===== config.mk =====
export PLATFORM = sky130hd
export DESIGN_NAME = fp_aligner
export DESIGN_NICKNAME = d
export VERILOG_FILES = /design/src/rtl/fp_pkg.sv /design/src/rtl/fp_unpacker.sv /design/src/rtl/fp_aligner.sv
export SDC_FILE = /design/constraint.sdc
export NUM_CORES = 1
export LEC_CHECK = 0
export CAP_MARGIN = 20
export CORE_ASPECT_RATIO = 0.5
export CORE_MARGIN = 2
export CORE_UTILIZATION = 45
export DETAILED_ROUTE_END_ITERATION = 12
export GPL_TIMING_DRIVEN = 0
export PLACE_DENSITY_LB_ADDON = 0.08
export REMOVE_ABC_BUFFERS = 1
export SETUP_SLACK_MARGIN = 0.15
export SLEW_MARGIN = 10
export SYNTH_ARGS = -nofsm -noshare
export SYNTH_HDL_FRONTEND = slang
export SYNTH_SLANG_ARGS = --single-unit

===== constraint.sdc =====
create_clock -name clk_in -period 1.6 [get_ports clk_in]
set_clock_uncertainty 0.05 [all_clocks]
set_input_delay 0.24 -clock clk_in [delete_from_list [all_inputs] [get_ports clk_in]]
set_output_delay 0.24 -clock clk_in [all_outputs]
set_load 0.01 [all_outputs]

===== src/rtl/fp_pkg.sv =====
// Shared types and constants for the floating-point adder datapath.
// Default widths describe IEEE-754 single precision.
package fp_pkg;

  localparam int EXP_WIDTH      = 8;
  localparam int MANTISSA_WIDTH = 23;
  localparam int FLUSH_LIMIT    = MANTISSA_WIDTH + 2;

  typedef enum logic [1:0] {
    IDLE  = 2'd0,
    SHIFT = 2'd1,
    HOLD  = 2'd2
  } align_state_t;

  typedef struct packed {
    logic                      sign;
    logic [EXP_WIDTH-1:0]      eff_exp;
    logic [MANTISSA_WIDTH:0]   mant;
  } fp_unpacked_t;

  // Shift distance at or beyond which every mantissa bit, plus the guard
  // position, is gone and the small operand collapses into the sticky bit.
  function automatic int flush_limit(input int mantissa_width);
    return mantissa_width + 2;
  endfunction

endpackage


===== src/rtl/fp_unpacker.sv =====
// Splits a packed operand into sign, effective exponent and mantissa with
// the hidden bit restored; flags Inf/NaN exponents.
module fp_unpacker #(
  parameter int EXP_WIDTH      = fp_pkg::EXP_WIDTH,
  parameter int MANTISSA_WIDTH = fp_pkg::MANTISSA_WIDTH
) (
  input  logic [EXP_WIDTH+MANTISSA_WIDTH:0] op_in,
  output logic                              sign_out,
  output logic [EXP_WIDTH-1:0]              eff_exp_out,
  output logic [MANTISSA_WIDTH:0]           mant_out,
  output logic                              special_out
);

  logic [EXP_WIDTH-1:0]      exp_field;
  logic [MANTISSA_WIDTH-1:0] frac_field;
  logic                      exp_zero;

  assign sign_out   = op_in[EXP_WIDTH+MANTISSA_WIDTH];
  assign exp_field  = op_in[EXP_WIDTH+MANTISSA_WIDTH-1:MANTISSA_WIDTH];
  assign frac_field = op_in[MANTISSA_WIDTH-1:0];
  assign exp_zero   = (exp_field == '0);

  // Subnormals share the scale of exponent 1 but carry no hidden bit.
  assign eff_exp_out = exp_zero ? EXP_WIDTH'(1) : exp_field;
  assign mant_out    = {~exp_zero, frac_field};
  assign special_out = &exp_field;

endmodule


===== src/rtl/fp_aligner.sv =====
// Operand alignment ahead of the mantissa adder: orders the operands by
// magnitude and shifts the smaller mantissa right one bit per cycle.
module fp_aligner #(
  parameter int EXP_WIDTH      = fp_pkg::EXP_WIDTH,
  parameter int MANTISSA_WIDTH = fp_pkg::MANTISSA_WIDTH
) (
  input  logic                              clk_in,
  input  logic                              rst_n_in,
  input  logic [EXP_WIDTH+MANTISSA_WIDTH:0] a_in,
  input  logic [EXP_WIDTH+MANTISSA_WIDTH:0] b_in,
  input  logic                              in_valid_in,
  output logic                              in_ready_out,
  output logic                              out_valid_out,
  input  logic                              out_ready_in,
  output logic [EXP_WIDTH-1:0]              exp_out,
  output logic [MANTISSA_WIDTH:0]           big_m_out,
  output logic [MANTISSA_WIDTH:0]           small_m_out,
  output logic                              big_sign_out,
  output logic                              small_sign_out,
  output logic                              sticky_out,
  output logic                              swap_out,
  output logic                              special_out
);

  import fp_pkg::*;

  localparam int CNT_W = $clog2(MANTISSA_WIDTH + 2);
  localparam logic [EXP_WIDTH-1:0] FLUSH_DIFF =
    EXP_WIDTH'(flush_limit(MANTISSA_WIDTH));

  logic                      a_sign, b_sign, a_special, b_special;
  logic [EXP_WIDTH-1:0]      a_eff_exp, b_eff_exp;
  logic [MANTISSA_WIDTH:0]   a_mant, b_mant;

  fp_unpacker #(.EXP_WIDTH(EXP_WIDTH), .MANTISSA_WIDTH(MANTISSA_WIDTH)) u_unpack_a (
    .op_in(a_in), .sign_out(a_sign), .eff_exp_out(a_eff_exp),
    .mant_out(a_mant), .special_out(a_special)
  );

  fp_unpacker #(.EXP_WIDTH(EXP_WIDTH), .MANTISSA_WIDTH(MANTISSA_WIDTH)) u_unpack_b (
    .op_in(b_in), .sign_out(b_sign), .eff_exp_out(b_eff_exp),
    .mant_out(b_mant), .special_out(b_special)
  );

  logic                    b_bigger, any_special;
  logic                    big_sign, small_sign;
  logic [EXP_WIDTH-1:0]    big_exp, small_exp, diff;
  logic [MANTISSA_WIDTH:0] big_mant, small_mant;

  // Ordering uses the stored fraction, not the mantissa; ties leave a as big.
  assign b_bigger    = {b_eff_exp, b_mant[MANTISSA_WIDTH-1:0]} >
                       {a_eff_exp, a_mant[MANTISSA_WIDTH-1:0]};
  assign any_special = a_special | b_special;
  assign big_sign    = b_bigger ? b_sign    : a_sign;
  assign small_sign  = b_bigger ? a_sign    : b_sign;
  assign big_exp     = b_bigger ? b_eff_exp : a_eff_exp;
  assign small_exp   = b_bigger ? a_eff_exp : b_eff_exp;
  assign big_mant    = b_bigger ? b_mant    : a_mant;
  assign small_mant  = b_bigger ? a_mant    : b_mant;
  assign diff        = big_exp - small_exp;

  align_state_t     state;
  logic [CNT_W-1:0] count;

  assign in_ready_out = (state == IDLE);

  // NOTE: sequential state uses non-blocking assignments so every register
  // samples pre-edge values regardless of statement order.
  always_ff @(posedge clk_in or negedge rst_n_in) begin
    if (!rst_n_in) begin
      state          <= IDLE;
      count          <= '0;
      out_valid_out  <= 1'b0;
      exp_out        <= '0;
      big_m_out      <= '0;
      small_m_out    <= '0;
      big_sign_out   <= 1'b0;
      small_sign_out <= 1'b0;
      sticky_out     <= 1'b0;
      swap_out       <= 1'b0;
      special_out    <= 1'b0;
    end else begin
      case (state)
        IDLE: begin
          if (in_valid_in) begin
            exp_out        <= big_exp;
            big_m_out      <= big_mant;
            big_sign_out   <= big_sign;
            small_sign_out <= small_sign;
            swap_out       <= b_bigger;
            special_out    <= any_special;
            sticky_out     <= 1'b0;
            count          <= '0;
            if (any_special || diff == '0) begin
              small_m_out   <= small_mant;
              out_valid_out <= 1'b1;
              state         <= HOLD;
            end else if (diff >= FLUSH_DIFF) begin
              small_m_out   <= '0;
              sticky_out    <= |small_mant;
              out_valid_out <= 1'b1;
              state         <= HOLD;
            end else begin
              small_m_out <= small_mant;
              count       <= CNT_W'(diff);
              state       <= SHIFT;
            end
          end
        end
        SHIFT: begin
          small_m_out <= small_m_out >> 1;
          sticky_out  <= sticky_out | small_m_out[0];
          count       <= count - CNT_W'(1);
          if (count == CNT_W'(1)) begin
            out_valid_out <= 1'b1;
            state         <= HOLD;
          end
        end
        HOLD: begin
          if (out_ready_in) begin
            out_valid_out <= 1'b0;
            state         <= IDLE;
          end
        end
        default: begin
          out_valid_out <= 1'b0;
          state         <= IDLE;
        end
      endcase
    end
  end

endmodule


==> results of run 1 <==
repair_timing:
action,CTS,global route
pin swaps,66,48
setup endpoints to repair,132,70
cloned,6,4
hold buffers,1,0
endpoints found under the hold margin,69,0
gates resized for setup,475,94
buffers inserted,34,25
per-layer routing:
metal / up-vias / GRT usage [%] / wire length [µm]
met5: - / 0 / 0
met4: 0 / 13.4 / 818
met3: 73 / 6.55 / 1490
met2: 272 / 50.1 / 9530
met1: 2719 / 37.9 / 8280
li1: 2501 / - / -
worst max-delay path by stage:
stage / from / slack (ns) / endpoint / cells after the start
floorplan: a_in[29] / -4.46 / small_m_out[0] / 13
CTS: a_in[25] / -1.94 / count[2] / 15
global route: a_in[25] / -2.20 / count[0] / 15
detailed placement: a_in[24] / -3.88 / small_m_out[3] / 15
finish: b_in[8] / -2.10 / small_m_out[12] / 17
global placement: a_in[24] / -6.97 / small_m_out[3] / 14
cell families (layout without fill, tap and decap cells):
logic type	after synthesis	in the layout
compound gates	183	186
simple gates	176	177
buf+inv	81	258
flops	69	69
fa+ha+maj	36	36
mux	30	30
xor+xnor	12	12
worst max-delay path, cell delays in order:
cell and delay [ns]:
buf_6 0.11, ha_4 0.26, nand4_1 0.20, nor4_4 0.44
nand4b_1 0.21, buf_4 0.19, buf_6 0.11, buf_6 0.10
buf_6 0.12, a32oi_4 0.20, o22ai_2 0.12, a31oi_4 0.27
o221ai_4 0.16, xor2_4 0.20, buf_12 0.15, o41a_4 0.58
o31ai_2 0.23
stage by stage:
| step | cell area, µm² | setup TNS (ns) | cells | worst slack (ns) | hold WS, ns |
|---|---|---|---|---|---|
| after floorplan | 4840 | -209.46 | 545 | -4.46 | -0.106 |
| after global placement | 6330 | -500.92 | 820 | -6.97 | 0.410 |
| after detailed placement | 6510 | -197.04 | 827 | -3.88 | 0.0391 |
| after CTS | 7820 | -82.82 | 884 | -1.94 | 0.128 |
| after global routing | 8440 | -101.47 | 913 | -2.20 | 0.149 |
| final | 8440 | -95.19 | 913 | -2.10 | 0.135 |
state kept, by name, indices dropped and copies added, names as in the netlist, 2 cells and up:
| name | cells |
|---|---|
| small_m_out | 24 |
| state | 2 |
| count | 5 |
| exp_out | 8 |
| big_m_out | 24 |
cells in the mapped netlist, types with 10 or more instances:
library cell   n
o21ai_0       48
nand3_1       10
nand2_1       63
ha_1          31
inv_1         38
nor4_1        14
mux2i_1       30
a21oi_1       46
nor2_1        50
o31ai_2       18
a22oi_1       27
nand4_1       11
clkbuf_1      30
dfrtp_1       69
area by class of cell:
type                            instances  area share, %
Clock buffer                           10           2.83
Clock inverter                          6          0.742
Inverter                               39           2.00
Multi-Input combinational cell        441           47.0
Sequential cell                        69           20.5
Tap cell                              145           2.15
Timing Repair Buffer                  203           24.7
power groups by stage:
stage | logic, mW | registers (mW) | clock network, mW
finish | 5.62 | 2.86 | 2.06
detailed placement | 4.35 | 2.88 | 0
global route | 5.95 | 2.95 | 2.17
global placement | 4.14 | 2.86 | 0
floorplan | 1.89 | 3.12 | 0
CTS | 4.75 | 2.84 | 2.08
==> flow_metrics.py, run 1 <==
metrics = {
    "grt": {
        "gr-total-overflow": 0,
        "antenna_found_initial": 0,
        "grt_start_max_net_pins": 72,
        "first_global_vias": 5305,
        "grt_usage_pct": 30.0,
        "grt_pass1_wl_mm": 28.3,
    },
    "power": {
        "p_sw_mw": 4.29,
        "switching_share_pct": 40.7,
        "power_frac_clock_pct": 19.6,
        "power_density_nw_per_um2": 1250,
        "vdd_ir_drop_max_v": 0.000811,
        "p_int_mw": 6.25,
        "p_leak_nw": 3.74,
        "seqPwrFrac_pct": 27.1,
        "combPwrFrac_pct": 53.3,
        "total_power_mw": 10.5,
    },
    "die": {
        "start_util_pct": 46.1,
        "dieWidth_um": 154,
        "die_y_um": 78.9,
        "num_rows": 27,
        "die-area_um2": 12100,
        "coreArea_um2": 10900,
        "io_pins": 131,
    },
    "outcome": {
        "status": "finished with violations",
        "failed_checks": "negative setup slack",
    },
    "worst_setup_path": {
        "worstSetupEndpointType": "flip-flop",
        "start_kind": "input port",
        "regToRegEndpoint": "small_m_out[10]",
        "r2r-start": "state[1]",
        "cp.required_ns": 1.80,
        "r2r_setup_slack_ns": -0.18,
        "worstSetupPathType": "in2reg",
        "rr_worst_depth": 5,
        "worstPathMaxFanout": 6,
        "cp.arrival_ns": 3.90,
    },
    "logic_synthesis": {
        "seq_area_frac_synth_pct": 34.2,
        "synth_xor_xnor_area_share_pct": 2.46,
        "synth_top_family_by_area": "compound AO/OA/AOI/OAI gates",
        "ys.flop_type": "dfrtp_1",
        "synth_mux_area_share_pct": 5.96,
        "ys_seq_elements": 69,
        "yosysTopAreaCell": "dfrtp_1",
        "ys_top_cells_by_area": "dfrtp_1 34%, ha_1 7.7%, mux2i_1 6.0%",
        "ys_types": 59,
        "syn_area_per_cell_um2": 8.59,
        "yosysWarnings": 0,
        "synthSimpleGateAreaFrac_pct": 16.4,
        "yosysTopAreaCellShare_pct": 34.2,
        "syn_inst": 587,
        "syn_area_um2": 5040,
        "yosys.area_share.adder_pct": 8.68,
        "async_flop_share_pct": 100,
        "synth_edf_count": 0,
        "synth_compound_area_share_pct": 25.4,
    },
    "final_layout": {
        "final_common_cell": "dlygate4sd2_1",
        "n_antenna_cell": 0,
        "register_area_um2": 1730,
        "area_growth_pct": 67.3,
        "final_cell_mix": "76 x dlygate4sd2_1, 67 x dfrtp_1, 60 x nand2_1",
        "fill_cells": 743,
        "nets": 862,
        "drive_gt1_share_pct": 37.8,
        "postLayoutCoreUtil_pct": 77.1,
        "multi_input_area_um2": 3970,
    },
    "sta": {
        "worst_slack_ns": -2.10,
        "fin_crit_ns": 3.70,
        "grt_setup_unrepaired": "yes",
        "finalCritPeriodShare_pct": 231,
        "worst_pin_slew_ns": 0.768,
        "setup-violations-final": 68,
        "hold_viol_final": 0,
        "drv_slew": 0,
        "fmax_mhz": 271,
        "slew_headroom_pct": 48.8,
    },
    "job": {
        "cap_violations": 0,
    },
    "route": {
        "via_per_inst": 6.10,
        "wire_per_inst_um": 22.0,
        "detail-route-antenna-nets": 0,
        "drt-initial-drc-count": 441,
        "remaining_drc_errors": 0,
        "dr.pass1.iters": 5,
        "vias": 5565,
        "drt_wl_total_mm": 20.1,
    },
    "placement": {
        "portBuffers": 130,
        "hpwl_mm": 10.5,
        "gp_congestion": 0.834,
    },
    "hold_path": {
        "whs_endpoint": "big_m_out[10]",
        "hold_depth": 3,
        "holdCritStartpoint": "a_in[10]",
        "hp-class": "in2reg",
    },
    "clock_tree": {
        "cts-root-buf": "clkbuf_16",
        "cts_made_buffers": 9,
        "clk_pin_slew_ns": 0.06,
        "cts.path.max_buffers": 2,
        "h-tree-depth": 3,
        "clkLatencyLatePin_ns": 0.35,
        "cts_tree": "yes",
        "cts.sink_count": 69,
    },
}
(Power assumes the default switching activity.)
==> inputs of run 2 (changes only) <==
- ABC_AREA: default -> 1
==> run 2 against run 1 <==
  * Critical path depth fell by 2
  * Sequential power rose by 5%
  * Largest power group unchanged
  * Die area rose by 2.3%
  * Cell count rose by 16%
  * The flow still finishes with violations (negative setup slack)
  * Maximum frequency rose by 9.8%
  * Sequential share of layout area rose by 0.45 points
  * Global-route usage fell by 1.3 points
  * Clock power rose by 4%
  * Worst setup slack improved by 0.33 ns
  * Power rose by 0.50%
  * Highest routed layer unchanged
  * Largest cell class unchanged
  * First-iteration DRC count rose by 11%
==> flow_metrics.py, run 2 <==
metrics = {
    "clock_tree": {
        "cts.sink_count": 69,
        "cts.path.max_buffers": 2,
        "h-tree-depth": 3,
        "clkLatencyLatePin_ns": 0.34,
        "cts_made_buffers": 9,
        "cts-root-buf": "clkbuf_16",
        "cts_tree": "yes",
        "clk_pin_slew_ns": 0.06,
    },
    "sta": {
        "hold_viol_final": 0,
        "finalCritPeriodShare_pct": 210,
        "slew_headroom_pct": 55.6,
        "worst_slack_ns": -1.77,
        "fin_crit_ns": 3.37,
        "worst_pin_slew_ns": 0.666,
        "fmax_mhz": 297,
        "setup-violations-final": 68,
        "drv_slew": 0,
        "grt_setup_unrepaired": "yes",
        "whs_ns": 0.141,
    },
    "worst_setup_path": {
        "critPathSlowestCell": "clkdlybuf4s50_1",
        "critPathMaxStageDelay_ns": 0.49,
        "worstPathMaxFanout": 10,
        "critical_path_buf_inv_count": 3,
        "crit_top_cell": "nand3_1",
        "critical-path-top-delay-family": "simple AND/OR/NAND/NOR gates",
        "worstSetupPathType": "in2reg",
        "cp.required_ns": 1.77,
        "start_kind": "input port",
        "cp.arrival_ns": 3.53,
        "worstSetupEndpointType": "flip-flop",
        "worstPathCellList": "clkdlybuf4s50_1, inv_1, ha_1, nand4_1, nor3b_4, nand4_4, buf_6, nand2_4, o21ai_0, nor4_2, nand2_1, nor2_1, a31oi_1, nand3_1, nand3_1",
    },
    "grt": {
        "grt_usage_pct": 28.7,
        "first_global_vias": 5456,
        "gr-total-overflow": 0,
        "grt_pass1_wl_mm": 27.6,
        "antenna_found_initial": 0,
        "grt_start_max_net_pins": 49,
    },
    "logic_synthesis": {
        "syn_inst": 735,
        "syn_area_um2": 5160,
        "ys.flop_type": "dfrtp_1",
        "synth.most_common_cell": "nand2_1",
        "syn_area_per_cell_um2": 7.02,
        "yosysTopAreaCellShare_pct": 33.4,
        "yosys-top-cells-count": "200 x nand2_1, 90 x inv_1, 69 x dfrtp_1",
        "yosysWarnings": 0,
        "ys_seq_elements": 69,
        "yosysTopAreaCell": "dfrtp_1",
        "seq_area_frac_synth_pct": 33.4,
        "ys_types": 37,
        "synth_edf_count": 0,
        "async_flop_share_pct": 100,
        "ys_top_cells_by_area": "dfrtp_1 33%, nand2_1 15%, ha_1 7.5%",
    },
    "hold_path": {
        "hp-class": "in2reg",
    },
    "die": {
        "io_pins": 131,
        "die-area_um2": 12400,
        "coreArea_um2": 11100,
        "start_util_pct": 46.6,
        "die_y_um": 79.7,
        "dieWidth_um": 155,
        "num_rows": 27,
    },
    "placement": {
        "pre_cts_ws_ns": -3.71,
        "place_inst": 980,
        "hpwl_mm": 10.5,
        "gp_congestion": 0.838,
        "portBuffers": 130,
    },
    "final_layout": {
        "area_growth_pct": 59.8,
        "fill_cells": 848,
        "register_area_um2": 1730,
        "n_antenna_cell": 0,
        "stdcell_count": 1059,
        "drive_gt1_share_pct": 32.3,
        "nets": 1009,
        "final_common_cell": "nand2_1",
        "top_regs": "big_m_out: 24 flops, small_m_out: 24 flops, exp_out: 8 flops",
        "multi_input_area_um2": 3790,
        "final_cell_mix": "173 x nand2_1, 75 x dlygate4sd2_1, 68 x dfrtp_1",
    },
    "outcome": {
        "status": "finished with violations",
        "failed_checks": "negative setup slack",
    },
    "route": {
        "remaining_drc_errors": 0,
        "wire_per_inst_um": 18.9,
        "vias": 5976,
        "drt-initial-drc-count": 489,
        "drt_wl_total_mm": 20.0,
        "detail-route-antenna-nets": 0,
        "via_per_inst": 5.64,
        "dr.pass1.iters": 5,
    },
    "power": {
        "p_leak_nw": 4.28,
        "vdd_ir_drop_max_v": 0.000662,
        "power_density_nw_per_um2": 1280,
    },
    "job": {
        "cap_violations": 0,
    },
}
==> run 2: cell types whose count changed in the layout (fill, tap and decap cells not counted), moves of 15 or more <==
cell,before,now
nand3_2,4,31
inv_2,12,29
buf_6,32,11
nor2_2,3,18
nand2_1,60,173
inv_1,18,59
o21ai_0,9,34
nand3_1,6,22
o21ai_1,37,12
mux2i_1,23,0
dlymetal6s2s_1,0,25
nand2_2,2,28
==> run 2: cells by family (layout without fill, tap and decap cells) <==
logic type	count (synthesis)	after routing	synth area share (%)
buffers and inverters	133	299	10.5
and+or+nand+nor	353	366	32.4
xor gates and xnor gates	1	1	0.170
adders and majority gates	31	31	7.51
DFF	69	69	33.4
AOI/OAI and AO/OA	148	148	15.9
==> run 2: worst paths after layout <==
path | startpoint | endpoint | slack [ns] | cells past startpoint
min reg2reg | big_m_out[22] | big_m_out[22] | 0.43 | 2
max reg2reg | state[0] | small_m_out[11] | -0.61 | 6
min in group asynchronous | rst_n_in | count[4] | 0.31 | 2
max in group asynchronous | rst_n_in | big_m_out[4] | 0.63 | 3
min | b_in[24] | exp_out[1] | 0.14 | 3
max | b_in[0] | sticky_out | -1.77 | 15
==> run 2: per-stage QoR <==
stage	power (mW)	utilization (%)	cell area [µm²]	TNS [ns]
floorplan	5.34	-	4990	-170.74
CTS	9.85	68.3	7570	-77.93
detailed placement	7.76	59.4	6590	-198.91
finish	10.6	74.4	8250	-84.61
global route	11.2	74.4	8250	-95.75
global placement	7.51	58.4	6470	-487.40
==> run 2: routing by layer <==
layer | share of wire, % | vias to the layer above | track usage [%]
li1 | - | 2796 | -
met1 | 43 | 2853 | 37.7
met2 | 46 | 281 | 48.0
met3 | 8.9 | 46 | 6.68
met4 | 2.2 | 0 | 7.89
met5 | 0 | - | 0
==> run 2: cell type report <==
class	instances	share of cell area, %
clock inverters	3	0.531
flip-flops and latches	69	20.9
multi-input cells	546	45.9
well taps	145	2.20
inverters	98	5.08
clock buffers	12	3.23
repair buffers	183	21.7
repair inverters	3	0.410
==> run 2: where the power goes <==
| part | switching [mW] | total (mW) | internal, mW |
|---|---|---|---|
| registers | 0.508 | 3.00 | 2.49 |
| logic | 3.20 | 5.44 | 2.25 |
| clock network | 0.816 | 2.14 | 1.33 |
| total | 4.52 | 10.6 | 6.07 |
==> run 2: repair_timing <==
action / 4_1_cts / 5_1_grt
pin swaps: 60 / 32
hold endpoints to repair: 21 / 0
gates resized for setup: 238 / 167
setup buffers: 28 / 16
hold buffers: 1 / 0
gates cloned: 11 / 8
setup endpoints to repair: 132 / 70
==> run 2: worst register-to-register path: stages (launching register included) <==
cell	delay, ns
dfrtp_1	0.60
inv_1	0.15
nor2_2	0.50
nor2_2	0.25
buf_8	0.23
a22oi_1	0.22
nand2_1	0.10
